<file path="config.mk">
export PLATFORM = sky130hd
export DESIGN_NAME = uart_rx
export DESIGN_NICKNAME = d
export VERILOG_FILES = /design/src/rtl/uart_rx_pkg.sv /design/src/rtl/uart_baud_tick.sv /design/src/rtl/uart_rx.sv
export SDC_FILE = /design/constraint.sdc
export NUM_CORES = 1
export LEC_CHECK = 0
export ABC_AREA = 1
export BUFFER_PORTS_ARGS = -buffer_cell sky130_fd_sc_hd__buf_2
export CORE_MARGIN = 3
export CORE_UTILIZATION = 30
export CTS_BUF_LIST = sky130_fd_sc_hd__clkbuf_16
export DETAILED_ROUTE_END_ITERATION = 10
export PLACE_DENSITY = 0.47
export SLEW_MARGIN = 20
export SYNTH_ARGS = -nofsm -noshare
export SYNTH_HDL_FRONTEND = slang
export SYNTH_SLANG_ARGS = --single-unit
</file>
<file path="constraint.sdc">
create_clock -name clk -period 1.7 [get_ports clk]
set_input_delay 0.34 -clock clk [delete_from_list [all_inputs] [get_ports clk]]
set_output_delay 0.34 -clock clk [all_outputs]
set_load 0.02 [all_outputs]
</file>
<file path="src/rtl/uart_rx_pkg.sv">
// Shared 8N1 receiver definitions: FSM encoding, oversampling constants and helpers.
package uart_rx_pkg;

  localparam int unsigned OVERSAMPLE = 16;
  localparam int unsigned DATA_BITS  = 8;
  localparam int unsigned IDX_W      = 4;
  localparam int unsigned BIT_CNT_W  = 3;

  localparam logic [IDX_W-1:0]     IDX_SAMPLE_A = 4'd7;
  localparam logic [IDX_W-1:0]     IDX_SAMPLE_B = 4'd8;
  localparam logic [IDX_W-1:0]     IDX_DECIDE   = 4'd9;
  localparam logic [IDX_W-1:0]     IDX_LAST     = 4'd15;
  localparam logic [BIT_CNT_W-1:0] BIT_LAST     = 3'd7;

  typedef enum logic [2:0] {
    ST_IDLE     = 3'd0,
    ST_START    = 3'd1,
    ST_DATA     = 3'd2,
    ST_STOP     = 3'd3,
    ST_BRK_WAIT = 3'd4
  } rx_state_e;

  // Rounded clocks per oversample tick.
  function automatic int unsigned os_div_calc(input int unsigned clk_freq,
                                              input int unsigned baud);
    return (clk_freq + baud * 8) / (baud * OVERSAMPLE);
  endfunction

  function automatic logic majority3(input logic a, input logic b, input logic c);
    return (a & b) | (a & c) | (b & c);
  endfunction

endpackage

</file>
<file path="src/rtl/uart_baud_tick.sv">
// Oversample tick generator: one-clk pulse every DIV clks, restartable via clear.
module uart_baud_tick #(
  parameter int unsigned DIV = 54
) (
  input  logic clk,
  input  logic rst,
  input  logic clear,
  output logic tick
);

  localparam int unsigned     CNT_W    = (DIV > 1) ? $clog2(DIV) : 1;
  localparam logic [CNT_W-1:0] CNT_LAST = CNT_W'(DIV - 1);

  logic [CNT_W-1:0] cnt_q, cnt_d;
  logic             tick_q, tick_d;

  always_comb begin
    cnt_d  = cnt_q + CNT_W'(1);
    tick_d = 1'b0;
    if (clear) begin
      cnt_d = '0;
    end else if (cnt_q == CNT_LAST) begin
      cnt_d  = '0;
      tick_d = 1'b1;
    end
  end

  always_ff @(posedge clk or posedge rst) begin
    if (rst) begin
      cnt_q  <= '0;
      tick_q <= 1'b0;
    end else begin
      cnt_q  <= cnt_d;
      tick_q <= tick_d;
    end
  end

  assign tick = tick_q;

endmodule

</file>
<file path="src/rtl/uart_rx.sv">
// 8N1 UART receiver: 16x oversampling, 3-sample majority vote, hold-until-ack output.
module uart_rx
  import uart_rx_pkg::*;
#(
  parameter int unsigned CLK_FREQ = 100_000_000,
  parameter int unsigned BAUD     = 115200
) (
  input  logic                 clk,
  input  logic                 rst,
  input  logic                 rx_pin,
  input  logic                 rx_ack,
  output logic [DATA_BITS-1:0] rx_data,
  output logic                 rx_valid,
  output logic                 rx_frame_err,
  output logic                 rx_overrun,
  output logic                 rx_busy
);

  localparam int unsigned OS_DIV = os_div_calc(CLK_FREQ, BAUD);

  rx_state_e state_q, state_d;

  logic                 sync1_q, rx_s_q, rx_prev_q;
  logic                 os_tick;
  logic [IDX_W-1:0]     idx_q, idx_d;
  logic [BIT_CNT_W-1:0] bit_cnt_q, bit_cnt_d;
  logic                 samp_a_q, samp_a_d, samp_b_q, samp_b_d;
  logic [DATA_BITS-1:0] shreg_q, shreg_d;
  logic [DATA_BITS-1:0] data_q, data_d;
  logic                 valid_q, valid_d;
  logic                 frame_err_q, frame_err_d;
  logic                 overrun_q, overrun_d;
  logic                 busy_q, busy_d;

  logic fall_edge, start_det, vote, decide, bit_end, good_stop;

  // Metastability synchronizer plus one extra copy for edge detection.
  always_ff @(posedge clk or posedge rst) begin
    if (rst) begin
      sync1_q   <= 1'b1;
      rx_s_q    <= 1'b1;
      rx_prev_q <= 1'b1;
    end else begin
      sync1_q   <= rx_pin;
      rx_s_q    <= sync1_q;
      rx_prev_q <= rx_s_q;
    end
  end

  assign fall_edge = rx_prev_q & ~rx_s_q;
  assign start_det = (state_q == ST_IDLE) & fall_edge;

  uart_baud_tick #(
    .DIV (OS_DIV)
  ) u_baud_tick (
    .clk   (clk),
    .rst   (rst),
    .clear (start_det),
    .tick  (os_tick)
  );

  assign vote      = majority3(samp_a_q, samp_b_q, rx_s_q);
  assign decide    = os_tick & (idx_q == IDX_DECIDE);
  assign bit_end   = os_tick & (idx_q == IDX_LAST);
  assign good_stop = (state_q == ST_STOP) & decide & vote;

  always_ff @(posedge clk or posedge rst) begin
    if (rst) state_q <= ST_IDLE;
    else     state_q <= state_d;
  end

  always_comb begin
    state_d = state_q;
    unique case (state_q)
      ST_IDLE:     if (fall_edge) state_d = ST_START;
      ST_START: begin
        if (decide && vote)  state_d = ST_IDLE;
        else if (bit_end)    state_d = ST_DATA;
      end
      ST_DATA:     if (bit_end && (bit_cnt_q == BIT_LAST)) state_d = ST_STOP;
      ST_STOP:     if (decide) state_d = vote ? ST_IDLE : ST_BRK_WAIT;
      ST_BRK_WAIT: if (os_tick && rx_s_q && (idx_q == IDX_LAST)) state_d = ST_IDLE;
      default:     state_d = ST_IDLE;
    endcase
  end

  // Datapath and output next values; in BRK_WAIT the index counts consecutive high ticks.
  always_comb begin
    idx_d       = idx_q;
    bit_cnt_d   = bit_cnt_q;
    samp_a_d    = samp_a_q;
    samp_b_d    = samp_b_q;
    shreg_d     = shreg_q;
    data_d      = data_q;
    valid_d     = valid_q;
    overrun_d   = overrun_q;
    frame_err_d = 1'b0;
    busy_d      = (state_d == ST_START) || (state_d == ST_DATA) || (state_d == ST_STOP);

    if (state_q == ST_IDLE) begin
      idx_d     = '0;
      bit_cnt_d = '0;
    end else if (state_q == ST_BRK_WAIT) begin
      if (os_tick) idx_d = rx_s_q ? (idx_q + IDX_W'(1)) : '0;
    end else if (os_tick) begin
      idx_d = idx_q + IDX_W'(1);
      if (idx_q == IDX_SAMPLE_A) samp_a_d = rx_s_q;
      if (idx_q == IDX_SAMPLE_B) samp_b_d = rx_s_q;
    end

    if ((state_q == ST_STOP) && (state_d == ST_BRK_WAIT)) idx_d = '0;
    if ((state_q == ST_DATA) && bit_end) bit_cnt_d = bit_cnt_q + BIT_CNT_W'(1);
    if ((state_q == ST_DATA) && decide)  shreg_d = {vote, shreg_q[DATA_BITS-1:1]};

    if (rx_ack && valid_q) begin
      valid_d   = 1'b0;
      overrun_d = 1'b0;
    end
    // A same-clk ack retires the old byte, so delivery takes precedence over overrun.
    if (good_stop) begin
      if (!valid_q || rx_ack) begin
        data_d  = shreg_q;
        valid_d = 1'b1;
      end else begin
        overrun_d = 1'b1;
      end
    end
    if ((state_q == ST_STOP) && decide && !vote) frame_err_d = 1'b1;
  end

  always_ff @(posedge clk or posedge rst) begin
    if (rst) begin
      idx_q       <= '0;
      bit_cnt_q   <= '0;
      samp_a_q    <= 1'b0;
      samp_b_q    <= 1'b0;
      shreg_q     <= '0;
      data_q      <= '0;
      valid_q     <= 1'b0;
      frame_err_q <= 1'b0;
      overrun_q   <= 1'b0;
      busy_q      <= 1'b0;
    end else begin
      idx_q       <= idx_d;
      bit_cnt_q   <= bit_cnt_d;
      samp_a_q    <= samp_a_d;
      samp_b_q    <= samp_b_d;
      shreg_q     <= shreg_d;
      data_q      <= data_d;
      valid_q     <= valid_d;
      frame_err_q <= frame_err_d;
      overrun_q   <= overrun_d;
      busy_q      <= busy_d;
    end
  end

  assign rx_data      = data_q;
  assign rx_valid     = valid_q;
  assign rx_frame_err = frame_err_q;
  assign rx_overrun   = overrun_q;
  assign rx_busy      = busy_q;

endmodule

</file>
==> metrics.yaml, run 1 <==
synth_warnings: 0
grt_max_degree: 30
arrival_ns: 1.66
synth_area_leaders: "dfrtp_1 49%, nand2_1 12%, nand3_1 6.5%, ha_1 4.4%, nor2_1 4.3%"
clockBufferDepth: 2
initial_core_util_pct: 31.1
setup_tns_ns: 0
portBuffers: 15
power_mw: 2.41
startpoint_type: "register"
drt_iter0_markers: 69
relSlewSlack_pct: 61.8
wire_per_inst_um: 12.0
final_hold_viol_count: 0
multi_input_area_um2: 825
yosysSeqAreaShare_pct: 53.1
drtAntennaViolNets: 0
cp_max_fo: 4
routed-via-count: 1430
syn_inst: 224
finalWeightedCongestion: 0.796
clock_latency_ns: 0.28
synth-seq-cells: 42
io_pins: 16
dr_wl_met2_um: 1670
seqCellArea_mm2: 0.00105
cts_resized: 0
rsz0062_at_grt: "false"
yosys.area.top_type: "dfrtp_1"
final_util_pct: 36.2
cts_tree: "done"
yosysTopAreaCellShare_pct: 49.1
postCtsSetupBuffers: 0
core_region_area_mm2: 0.00639
cts_root_buffer: "clkbuf_16"
htreeDepth: 2
cts_made_buffers: 5
drc: 0
powerDensity_mw_per_mm2: 1040
synth_cell_types: 29
cpPeakStageDelay_ns: 0.39
cp.required_ns: 1.85
timing_worst_setup_path_type: "reg -> reg"
slowest_stage: "dfrtp_1"
synth_fp_nets: 235
crit_path_end_kind: "register"
finalNetCount: 256
drive_gt1_share_pct: 21.5
status: "completed"
synth_edf_count: 0
gr-total-overflow: 0
holdBufCountCts: 0
n_antenna_cell: 0
netlist_top_cells_count: "64 x nand2_1, 39 x dfrtp_1, 26 x nand3_1"
async_reset_ff_share_pct: 100
num-fill-cells: 667
fmax_mhz: 664
timing.final.crit_period_ns: 1.51
final_max_slew_viol_count: 0
skew_ns: 0.00610
met1_length_um: 2060
grt_pass1_vias: 1429
clkSlewWorstSetupHoldPaths_ns: 0.06
setup_viol: 0
met3WireLength_um: 78
routed.top_layer: "met4"
cp_common_cell: "inv_1"
grt_usage_pct: 11.6
die_y_um: 87.4
clock-sinks: 42
hpwl_um: 2840
viasPerCell: 4.43
vdd_drop_max_uv: 486
final_cell_count_no_fill: 323
grt_pass1_wl_um: 6870
crit_chain: "inv_1, ha_1, inv_1, nor2_2, nand2_4, o21ai_0, nand3_1"
hold_class: "in -> async"
drt-total-wl_um: 3880
worstMarginPinSlew_ns: 0.569
rows: 29
period_share_pct: 88.6
area_growth_pct: 16.4
leakage_nw: 1.20
dieArea_mm2: 0.00764
syn-cell-area_mm2: 0.00199
synth-main-ff-cell: "dfrtp_1"
avgSynthCellArea_um2: 8.87
maxCapViolCount: 0
yosysMostFrequentCell: "nand2_1"
first_pass_iters: 4
die_w_um: 87.4
dp_cells: 315
antenna_found_initial: 0
-- kinds of logic (layout without fill, tap and decap cells) --
family / Yosys count / after routing / synth area share [%]
flops: 42 / 42 / 53.1
fa+ha+maj: 7 / 7 / 4.41
xor+xnor: 2 / 2 / 0.882
compound gates: 14 / 14 / 4.09
simple gates: 134 / 134 / 32.1
buf+inv: 25 / 47 / 5.42
-- flip-flops by register name, indices dropped and copies added, names as in the netlist, 3 cells and up --
name,count
state_q,3
idx_q,4
bit_cnt_q,3
u_baud_tick.cnt_q,6
rx_data,8
shreg_q,8
-- cell type report --
cell class,count,share of cell area [%]
Tap cell,77,4.16
Multi-Input combinational cell,157,35.6
Timing Repair Buffer,17,4.43
Clock inverter,3,1.08
Sequential cell,42,45.6
Inverter,22,3.68
Clock buffer,5,5.41
-- power by group --
| group | leakage (nW) | switching, mW | internal [mW] |
|---|---|---|---|
| registers | 0.557 | 0.0833 | 1.09 |
| logic | 0.577 | 0.160 | 0.114 |
| clock network | 0.0704 | 0.406 | 0.551 |
-- worst max-delay path, delay by kind of cell (launching register included) --
family / cells / cell delay (ns)
DFF: 1 / 0.39
AOI/OAI and AO/OA: 1 / 0.30
adders and majority gates: 1 / 0.15
buffers and inverters: 2 / 0.14
and+or+nand+nor: 3 / 0.39
-- placed cells by master (no fill, tap or decap), types with 3 or more instances in the layout --
cell,instances
a21oi_1,4
buf_2,15
clkbuf_16,5
dfrtp_1,39
dfstp_2,3
ha_1,7
inv_1,15
inv_2,5
nand2_1,64
nand2_2,4
nand3_1,26
nor2_1,23
nor2_2,4
nor2_4,3
o21ai_1,5
o21ai_2,3
-- metrics by stage --
stage	hold slack, ns	cell area (µm²)	setup slack (ns)
global placement	0.346	2160	0.184
CTS	0.0521	2310	0.201
floorplan	0.344	1990	0.351
finish	0.0346	2310	0.193
global route	0.0687	2310	0.0355
detailed placement	0.347	2160	0.207
-- routing by layer --
metal | vias to the layer above | GRT usage [%]
met5 | - | 0
met2 | 13 | 16.1
met1 | 662 | 16.9
met4 | 0 | 4.88
li1 | 750 | -
met3 | 5 | 3.12
-- final timing paths --
| check | slack (ns) | endpoint | from | depth (start not counted) |
|---|---|---|---|---|
| min in group clk | 0.15 | sync1_q | rx_pin | 1 |
| worst max register to register | 0.19 | rx_busy | idx_q[1] | 7 |
| max in group asynchronous | 1.10 | rx_prev_q | rst | 3 |
| worst max-delay path | 0.19 | rx_busy | idx_q[1] | 7 |
| worst min register to register | 0.36 | rx_s_q | sync1_q | 0 |
| worst min-delay path | 0.03 | rx_overrun | rst | 2 |
(Power assumes the default switching activity.)
==> run 2: changes to the inputs <==
- CORE_MARGIN: 3 -> not set
==> run 2 against run 1 <==
Net effect: via count is 1.8% lower; combinational power grew 2%; utilization increased by 0.57 points; die area fell by 8.9%; register-to-register slack about the same; worst hold slack better by 0.041 ns; routed wire length fell by 0.44%; flip-flop and latch count unchanged; critical endpoint is now rx_data[3].
==> metrics.yaml, run 2 (same netlist as run 1, synthesis figures left out) <==
cp.required_ns: 1.87  # +0.02 ns
timing_worst_setup_path_type: "reg -> reg"
worstMarginPinSlew_ns: 0.433  # -0.136 ns
reg2regPathDepth: 9  # +2
final_cell_mix: "64 x nand2_1, 39 x dfrtp_1, 26 x nand3_1, 23 x nor2_1"
grt_pass1_wl_um: 6870  # unchanged
initial_core_util_pct: 31.1  # unchanged
drt-total-wl_um: 3860  # -0.44%
die_w_um: 83.4  # -4.6%
holdBufCountCts: 0  # unchanged
io_pins: 16  # unchanged
relSlewSlack_pct: 71.0  # +9.2 points
setup_viol: 0  # unchanged
htreeDepth: 2  # unchanged
grt_usage_pct: 12.7  # +1.1 points
clockBufferDepth: 2  # unchanged
startpoint_type: "register"
cp_max_fo: 8  # +4
die_y_um: 83.4  # -4.6%
drtAntennaViolNets: 0  # unchanged
final_max_slew_viol_count: 0  # unchanged
clock_latency_ns: 0.29  # about the same
cts_tree: "done"
drt_iter0_markers: 67  # -2.9%
postCtsSetupBuffers: 0  # unchanged
n_antenna_cell: 0  # unchanged
period_share_pct: 88.3  # -0.32 points
viasPerCell: 4.36  # -1.5%
hold_class: "in -> async"
wire_per_inst_um: 12.0  # -0.13%
cts_resized: 0  # unchanged
antenna_found_initial: 0  # unchanged
core_region_area_mm2: 0.00639  # unchanged
hpwl_um: 2650  # -6.7%
leakage_nw: 1.22  # +1.5%
skew_ns: 0.00435  # -0.00175 ns
crit_path_end_kind: "register"
routed-via-count: 1404  # -1.8%
cts_made_buffers: 5  # unchanged
drc: 0  # unchanged
cts_root_buffer: "clkbuf_16"
drive_gt1_share_pct: 21.2  # -0.32 points
finalNetCount: 255  # -0.39%
maxCapViolCount: 0  # unchanged
status: "completed"
vdd_drop_max_uv: 443  # -9.0%
grt_pass1_vias: 1384  # -3.1%
powerDensity_mw_per_mm2: 1150  # +10%
worstSetupStartpoint: "idx_q[1]"
hold-worst-slack_ns: 0.0752  # +0.0405 ns
reg2reg_slack_ns: 0.20  # about the same
r2r-start: "idx_q[1]"
finalWeightedCongestion: 0.778  # -2.3%
timing.final.crit_period_ns: 1.50  # -0.00542 ns
gr-total-overflow: 0  # unchanged
clkSlewWorstSetupHoldPaths_ns: 0.06  # about the same
fmax_mhz: 666  # +0.36%
final_common_cell: "nand2_1"
rsz0062_at_grt: "false"
arrival_ns: 1.67  # about the same
final_hold_viol_count: 0  # unchanged
first_pass_iters: 4  # unchanged
clock-sinks: 42  # unchanged
setup_tns_ns: 0  # unchanged
grt_max_degree: 43  # +43%
rows: 29  # unchanged
r2r-end: "rx_data[3]"
portBuffers: 15  # unchanged
area_growth_pct: 18.3
dieArea_mm2: 0.00695  # -8.9%
-- run 2: cell types whose count changed in the layout (fill, tap and decap cells not counted) --
cell and change:
clkinvlp_4 -1, inv_6 -1, bufinv_16 +2, buf_4 -1
-- run 2: worst max path at each step --
stage | endpoint | slack [ns] | cells after the start
2_1_floorplan | rx_data[0] | 0.35 | 9
3_3_place_gp | rx_data[5] | 0.22 | 9
3_5_place_dp | rx_data[5] | 0.20 | 9
4_1_cts | rx_data[0] | 0.18 | 9
5_1_grt | rx_data[1] | 0.05 | 9
6_report | rx_data[3] | 0.20 | 9
-- run 2: metal layers --
layer	routed length, µm	vias to the layer above	global-route usage [%]
met5	0	-	0
met4	74	0	5.64
met3	77	6	3.28
met2	1650	12	17.4
met1	2060	637	18.7
li1	-	749	-
-- run 2: worst max-delay path, stage by stage (launching register included) --
cell	delay [ns]
dfrtp_1	0.39
inv_1	0.10
ha_1	0.15
inv_1	0.04
nor2_2	0.16
nand2_4	0.12
nor2_4	0.15
nand3_4	0.13
nand2_1	0.10
nand2_1	0.05
-- run 2: power by group --
group / switching [mW] / internal, mW
Clock: 0.403 / 0.844
Sequential: 0.0816 / 1.09
Combinational: 0.164 / 0.115
-- run 2: per-stage QoR --
step	power, mW	instances	utilization (%)	area [µm²]	setup WS, ns
final	2.70	322	36.8	2350	0.199
after global routing	2.85	322	36.8	2350	0.0512
after CTS	2.74	322	36.8	2350	0.184
after detailed placement	1.47	314	33.8	2160	0.198
after global placement	1.47	314	33.8	2160	0.217
after floorplan	1.39	224	-	1990	0.351
-- run 2: layout make-up --
class | instances | area, µm²
Timing Repair Buffer | 16 | 95.1
Multi-Input combinational cell | 157 | 825
Fill cell | 660 | 4040
Tap cell | 77 | 96.3
Inverter | 22 | 85.1
Clock inverter | 3 | 68.8
Clock buffer | 5 | 125
Sequential cell | 42 | 1050
